===== src/rtl/frv_mem_req_tracker.sv =====
// rtl/frv_mem_req_tracker.sv - in-order multi-outstanding LSU request tracker (optional bus error traps: FRV_LSU_BUS_ERR_EN)
module frv_mem_req_tracker #(
    parameter int DEPTH = 4,
    parameter int CW    = $clog2(DEPTH + 1)
) (
    input  logic          g_clk,
    input  logic          g_resetn,
    input  logic          flush,
    input  logic          hold_lsu_req,
    input  logic          req_valid,
    output logic          req_ready,
    input  logic          req_load,
    input  logic          req_store,
    input  logic [1:0]    req_size,
    input  logic          req_signed,
    input  logic [31:0]   req_addr,
    input  logic [31:0]   req_wdata,
    input  logic [4:0]    req_rd,
    output logic          dmem_req,
    output logic          dmem_wen,
    output logic [3:0]    dmem_strb,
    output logic [31:0]   dmem_wdata,
    output logic [31:0]   dmem_addr,
    input  logic          dmem_gnt,
    input  logic          dmem_recv,
    input  logic [31:0]   dmem_rdata,
    input  logic          dmem_error,
    output logic          rsp_valid,
    input  logic          rsp_ready,
    output logic [4:0]    rsp_rd,
    output logic          rsp_load,
    output logic [31:0]   rsp_rdata,
    output logic          rsp_trap,
    output logic [5:0]    rsp_cause,
    output logic [CW-1:0] outstanding
);

    localparam int PW = $clog2(DEPTH);

    logic [PW-1:0]    wr_ptr_q, wr_ptr_d;
    logic [PW-1:0]    rd_ptr_q, rd_ptr_d;
    logic [PW-1:0]    rv_ptr_q, rv_ptr_d;
    logic [CW-1:0]    count_q, count_d;
    logic [DEPTH-1:0] vld_q, vld_d;
    logic [DEPTH-1:0] kill_q, kill_d;
    logic [DEPTH-1:0] recv_q, recv_d;

    logic [4:0]       e_rd_q    [DEPTH];
    logic [1:0]       e_size_q  [DEPTH];
    logic [1:0]       e_off_q   [DEPTH];
    logic [31:0]      e_rdata_q [DEPTH];
    logic [DEPTH-1:0] e_load_q;
    logic [DEPTH-1:0] e_sgn_q;
    logic [DEPTH-1:0] e_mis_q;
    logic [DEPTH-1:0] e_err_q;

    logic        is_half;
    logic        is_word;
    logic        misaligned;
    logic        full;
    logic        issue_ok;
    logic        mis_take;
    logic        push;
    logic        recv_hit;
    logic        recv_err;
    logic        head_done;
    logic        pop;
    logic [3:0]  strb;
    logic [31:0] wdat;

    `ifdef FRV_LSU_BUS_ERR_EN
    assign recv_err = dmem_error;
    `else
    logic unused_dmem_error;
    assign unused_dmem_error = dmem_error;
    assign recv_err          = 1'b0;
    `endif

    assign is_half    = (req_size == 2'd1);
    assign is_word    = req_size[1];
    assign misaligned = (is_half && req_addr[0]) || (is_word && (req_addr[1:0] != 2'b00));
    assign full       = (count_q == CW'(DEPTH));

    // Flush cycle never accepts a new op, aligned or not.
    assign issue_ok = g_resetn && req_valid && !flush && !hold_lsu_req;
    assign dmem_req = issue_ok && !misaligned && !full;
    // An empty tracker also guarantees the response slot is free.
    assign mis_take  = issue_ok && misaligned && (count_q == '0);
    assign push      = (dmem_req && dmem_gnt) || mis_take;
    assign req_ready = push;

    always_comb begin
        strb = 4'b1111;
        wdat = req_wdata;
        case (req_size)
            2'd0: begin
                strb = 4'b0001 << req_addr[1:0];
                wdat = {4{req_wdata[7:0]}};
            end
            2'd1: begin
                strb = 4'b0011 << req_addr[1:0];
                wdat = {2{req_wdata[15:0]}};
            end
            default: ;
        endcase
    end

    assign dmem_wen   = dmem_req && req_store;
    assign dmem_strb  = dmem_req ? strb : 4'b0000;
    assign dmem_wdata = dmem_req ? wdat : 32'h0;
    assign dmem_addr  = dmem_req ? {req_addr[31:2], 2'b00} : 32'h0;

    // The recv pointer always sits on the oldest entry still waiting for the bus.
    assign recv_hit  = dmem_recv && vld_q[rv_ptr_q] && !recv_q[rv_ptr_q];
    assign head_done = vld_q[rd_ptr_q] && recv_q[rd_ptr_q];
    assign pop       = head_done && (kill_q[rd_ptr_q] || rsp_ready);

    always_comb begin
        vld_d  = vld_q;
        kill_d = flush ? (kill_q | vld_q) : kill_q;
        recv_d = recv_q;
        if (recv_hit) begin
            recv_d[rv_ptr_q] = 1'b1;
        end
        if (pop) begin
            vld_d[rd_ptr_q]  = 1'b0;
            kill_d[rd_ptr_q] = 1'b0;
            recv_d[rd_ptr_q] = 1'b0;
        end
        if (push) begin
            vld_d[wr_ptr_q]  = 1'b1;
            kill_d[wr_ptr_q] = 1'b0;
            recv_d[wr_ptr_q] = mis_take;
        end
    end

    assign wr_ptr_d = wr_ptr_q + PW'(push);
    assign rd_ptr_d = rd_ptr_q + PW'(pop);
    assign rv_ptr_d = rv_ptr_q + PW'(recv_hit) + PW'(mis_take);
    assign count_d  = count_q + CW'(push) - CW'(pop);

    always_ff @(posedge g_clk) begin
        if (!g_resetn) begin
            wr_ptr_q <= '0;
            rd_ptr_q <= '0;
            rv_ptr_q <= '0;
            count_q  <= '0;
            vld_q    <= '0;
            kill_q   <= '0;
            recv_q   <= '0;
        end else begin
            wr_ptr_q <= wr_ptr_d;
            rd_ptr_q <= rd_ptr_d;
            rv_ptr_q <= rv_ptr_d;
            count_q  <= count_d;
            vld_q    <= vld_d;
            kill_q   <= kill_d;
            recv_q   <= recv_d;
        end
    end

    always_ff @(posedge g_clk) begin
        if (push) begin
            e_rd_q[wr_ptr_q]   <= req_rd;
            e_size_q[wr_ptr_q] <= req_size;
            e_off_q[wr_ptr_q]  <= req_addr[1:0];
            e_load_q[wr_ptr_q] <= req_load;
            e_sgn_q[wr_ptr_q]  <= req_signed;
            e_mis_q[wr_ptr_q]  <= mis_take;
            e_err_q[wr_ptr_q]  <= 1'b0;
        end
        if (recv_hit) begin
            e_rdata_q[rv_ptr_q] <= dmem_rdata;
            e_err_q[rv_ptr_q]   <= recv_err;
        end
    end

    logic [4:0]  h_rd;
    logic [1:0]  h_size;
    logic [1:0]  h_off;
    logic [31:0] h_rdata;
    logic        h_load;
    logic        h_sgn;
    logic        h_trap;
    logic [5:0]  h_cause;
    logic [7:0]  h_byte;
    logic [15:0] h_half;
    logic [31:0] h_fmt;

    assign h_rd    = e_rd_q[rd_ptr_q];
    assign h_size  = e_size_q[rd_ptr_q];
    assign h_off   = e_off_q[rd_ptr_q];
    assign h_rdata = e_rdata_q[rd_ptr_q];
    assign h_load  = e_load_q[rd_ptr_q];
    assign h_sgn   = e_sgn_q[rd_ptr_q];
    assign h_trap  = e_mis_q[rd_ptr_q] || e_err_q[rd_ptr_q];
    assign h_byte  = h_rdata[{h_off, 3'b000} +: 8];
    assign h_half  = h_off[1] ? h_rdata[31:16] : h_rdata[15:0];

    always_comb begin
        if (e_mis_q[rd_ptr_q]) begin
            h_cause = h_load ? 6'd4 : 6'd6;
        end else begin
            h_cause = h_load ? 6'd5 : 6'd7;
        end
    end

    always_comb begin
        case (h_size)
            2'd0:    h_fmt = {{24{h_sgn && h_byte[7]}}, h_byte};
            2'd1:    h_fmt = {{16{h_sgn && h_half[15]}}, h_half};
            default: h_fmt = h_rdata;
        endcase
    end

    // Killed heads drain without ever raising rsp_valid.
    assign rsp_valid   = g_resetn && head_done && !kill_q[rd_ptr_q];
    assign rsp_rd      = rsp_valid ? h_rd : 5'd0;
    assign rsp_load    = rsp_valid && h_load;
    assign rsp_trap    = rsp_valid && h_trap;
    assign rsp_cause   = (rsp_valid && h_trap) ? h_cause : 6'd0;
    assign rsp_rdata   = (rsp_valid && h_load && !h_trap) ? h_fmt : 32'h0;
    assign outstanding = g_resetn ? count_q : '0;

endmodule


===== config.mk =====
export PLATFORM = sky130hd
export DESIGN_NAME = frv_mem_req_tracker
export DESIGN_NICKNAME = d
export VERILOG_FILES = /design/src/rtl/frv_mem_req_tracker.sv
export SDC_FILE = /design/constraint.sdc
export NUM_CORES = 1
export LEC_CHECK = 0
export BUFFER_PORTS_ARGS = -buffer_cell sky130_fd_sc_hd__buf_2
export CORE_MARGIN = 2
export CORE_UTILIZATION = 35
export CTS_CLUSTER_DIAMETER = 200
export DETAILED_ROUTE_END_ITERATION = 6
export PLACE_DENSITY = 0.66
export SLEW_MARGIN = 15
export SYNTH_ARGS = -nofsm -noshare
export SYNTH_HDL_FRONTEND = slang
export SYNTH_SLANG_ARGS = --single-unit

===== constraint.sdc =====
create_clock -name g_clk -period 6.2 [get_ports g_clk]
set_input_delay 0 -clock g_clk [delete_from_list [all_inputs] [get_ports g_clk]]
set_output_delay 0 -clock g_clk [all_outputs]
set_load 0.02 [all_outputs]

==> results.py <==
metrics = {
    "clocking": {
        "clockBufferDepth": 3,
        "holdBufCountCts": 46,
        "postCtsSetupBuffers": 0,
        "clk_pin_slew_ps": 60,
        "cts_made_buffers": 21,
        "htreeDepth": 1,
        "cts_num_sinks": 201,
        "post_cts_resized": 0,
        "cts_tree": "built",
        "clock_latency_ps": 490,
        "cts.root.buffer_cell": "clkbuf_16",
    },
    "synthesis": {
        "ys_ff_latch": 201,
        "syn_inst": 640,
        "ys_top_cells_by_count": "edfxtp_1, and2_1, mux4_2, nor2_1, nand2_1",
        "avgSynthCellArea_um2": 14.60,
        "yosysMostFrequentCell": "edfxtp_1",
        "yosys_warnings": 0,
        "synthArstFlopShare_pct": 0,
        "synth-edff-count": 176,
        "netlist_area_um2": 9341,
        "yosys.area.top_type": "edfxtp_1",
        "synthTopCellsByArea": "edfxtp_1, mux4_2, dfxtp_1",
        "ys.flop_type": "edfxtp_1",
        "netlist.area_leader.share_pct": 56.58,
        "seq_area_frac_synth_pct": 61.93,
        "synth.distinct_cells": 55,
    },
    "power": {
        "pwr-share-comb_pct": 5.5,
        "pwr-share-seq_pct": 50.7,
        "p_sw_mw": 0.5835,
        "p_int_mw": 2.331,
        "power.leakage_nw": 4.632,
        "p_per_area_nw_per_um2": 244.2,
        "p_total_mw": 2.915,
        "clkPwrFrac_pct": 43.8,
        "irDropWorstVdd_mv": 0.1496,
        "switching_share_pct": 20.02,
    },
    "sta": {
        "fin_setup_tns_ps": 0,
        "layout_min_cycle_time_ps": 4097,
        "post-route-period-util_pct": 66.08,
        "rsz0062_at_grt": "false",
        "final_max_slew_viol_count": 0,
        "max_freq_ghz": 0.2441,
        "max_slew_margin_pct": 27.82,
        "clock_skew_ps": 9.500,
        "setup_viol": 0,
        "tightest_slew_ps": 1083,
        "timing.final.hold_violations": 0,
    },
    "placed_design": {
        "dp_hpwl_um": 17060,
        "gp_congestion": 0.8294,
        "port_buffers": 228,
        "post_dp_cell_area_um2": 10770,
    },
    "grt": {
        "overflow": 0,
        "grt_pass1_vias": 6513,
        "grt_max_degree": 56,
        "grtUsageTotal_pct": 17.18,
        "grt_pass1_wl_um": 36860,
        "antenna_found_initial": 2,
    },
    "flow_run": {
        "maxCapViolCount": 0,
    },
    "critical_path": {
        "critPathSlowestCell": "mux4_2",
        "cp.required_ps": 6200,
        "cp_slowest_stage_delay_ps": 850,
        "crit_type": "flip-flop to primary output",
        "crit_path_max_fanout": 30,
        "cp.arrival_ps": 4100,
        "path_cells": "buf_4, mux4_2, nor2b_1, nand3_1, a31oi_1, buf_2",
        "start_kind": "flip-flop",
        "cp.buffers_inverters": 2,
        "path_delay_family": "simple AND/OR/NAND/NOR gates",
        "end_kind": "primary output",
    },
    "finish": {
        "drive_above_1_share_pct": 36.10,
        "utilization_pct": 45.67,
        "fin_area_um2": 11940,
        "nNetsFinal": 1024,
        "fillers": 2356,
        "area_growth_pct": 27.77,
    },
    "floorplan": {
        "start_util_pct": 35.75,
        "rows": 59,
        "die_h_um": 167.4,
        "die_x_um": 167.4,
        "core_um2": 26130,
        "io_pins": 235,
        "dieArea_um2": 28010,
    },
    "drt": {
        "routedWlPerCell_um": 19.48,
        "drc": 9,
        "routed_wl_um": 24410,
        "met2_length_um": 12770,
        "routed-via-count": 6390,
        "ant_nets": 0,
        "wl_met3_um": 1413,
        "drt_first_iter_violations": 439,
        "dr.pass1.iters": 6,
        "avgViaCountPerCell": 5.100,
        "wl_met1_um": 9726,
        "highest-signal-layer": "met5",
    },
    "min_path": {
        "holdCritPathClass": "input pin to flip-flop",
    },
    "outcome": {
        "violations": "DRC",
        "status": "complete, but fails checks",
    },
}
## layout by cell type, fill, tap and decap left out, types with 6 or more instances in the layout
master,n
nor3_1,11
mux4_2,48
buf_4,8
edfxtp_1,176
dfxtp_1,23
nand2_1,43
nor2b_1,15
a21oi_1,22
nor2_1,44
and2_1,54
clkbuf_16,22
inv_1,11
mux2i_1,35
dlygate4sd3_1,46
buf_2,228
o221a_1,15
nor3b_1,6
a31oi_1,16
## worst paths after layout
check	start	to	slack, ps	depth (start not counted)
max	rd_ptr_q[0]	rsp_rdata[28]	2100	6
min	dmem_recv	recv_q[3]	50	5
max reg2reg	rd_ptr_q[1]	count_q[2]	3090	10
min reg2reg	e_err_q[0]	e_err_q[0]	470	1
## sequential cells by signal, indices dropped and copies added (netlist names), 3 cells and up
register,count
e_rdata_q,128
e_rd_q,20
e_off_q,8
e_size_q,8
e_err_q,4
e_load_q,4
e_mis_q,4
e_sgn_q,4
kill_q,4
recv_q,4
vld_q,4
count_q,3
## final cells by class
| type | count | area, um^2 | share of cell area [%] |
|---|---|---|---|
| inverter | 14 | 52.55 | 0.4403 |
| multi-input combinational | 383 | 3303 | 27.68 |
| timing repair buffer | 282 | 1662 | 13.92 |
| sequential | 201 | 5793 | 48.54 |
| clock buffer | 27 | 579.3 | 4.854 |
| antenna | 1 | 2.502 | 0.02097 |
| tap | 335 | 419.2 | 3.512 |
| clock inverter | 10 | 123.9 | 1.038 |
## power groups by stage
stage                     Clock, mW  Combinational [mW]  Sequential (mW)
after detailed placement          0               0.139             1.51
after global routing           1.36               0.175             1.48
after CTS                      1.30               0.163             1.48
after global placement            0               0.136             1.51
final                          1.28               0.161             1.48
after floorplan                   0              0.0655             1.51
## metal layers
layer / vias up / global-route usage (%)
met5: - / 0
met4: 2 / 4.953
met3: 30 / 2.742
met2: 251 / 31.90
met1: 3134 / 20.57
li1: 2973 / -
## through the flow
step	setup WS [ps]	std cells	hold WS, ps
2_1_floorplan	2937	644	88.67
3_3_place_gp	2622	1169	215.0
3_5_place_dp	2562	1169	217.5
4_1_cts	2031	1252	33.09
5_1_grt	1757	1253	67.67
6_report	2103	1253	47.11
## logic make-up after synthesis
| family | count (synthesis) | share of synthesized area (%) |
|---|---|---|
| buffers and inverters | 60 | 3.161 |
| other | 1 | 0.04014 |
| and+or+nand+nor | 202 | 11.43 |
| adders and majority gates | 6 | 0.9644 |
| xor gates and xnor gates | 8 | 0.7501 |
| muxes | 87 | 15.81 |
| DFF | 201 | 61.93 |
| AOI/OAI and AO/OA | 75 | 5.920 |
## worst register-to-register path: cells and delay by family (launching register included)
kind	cells	cell delay, ps
xor+xnor	2	290
fa+ha+maj	3	720
buf+inv	2	230
flops	1	880
mux	1	510
simple gates	2	400
Power figures use the tool's default switching activity.
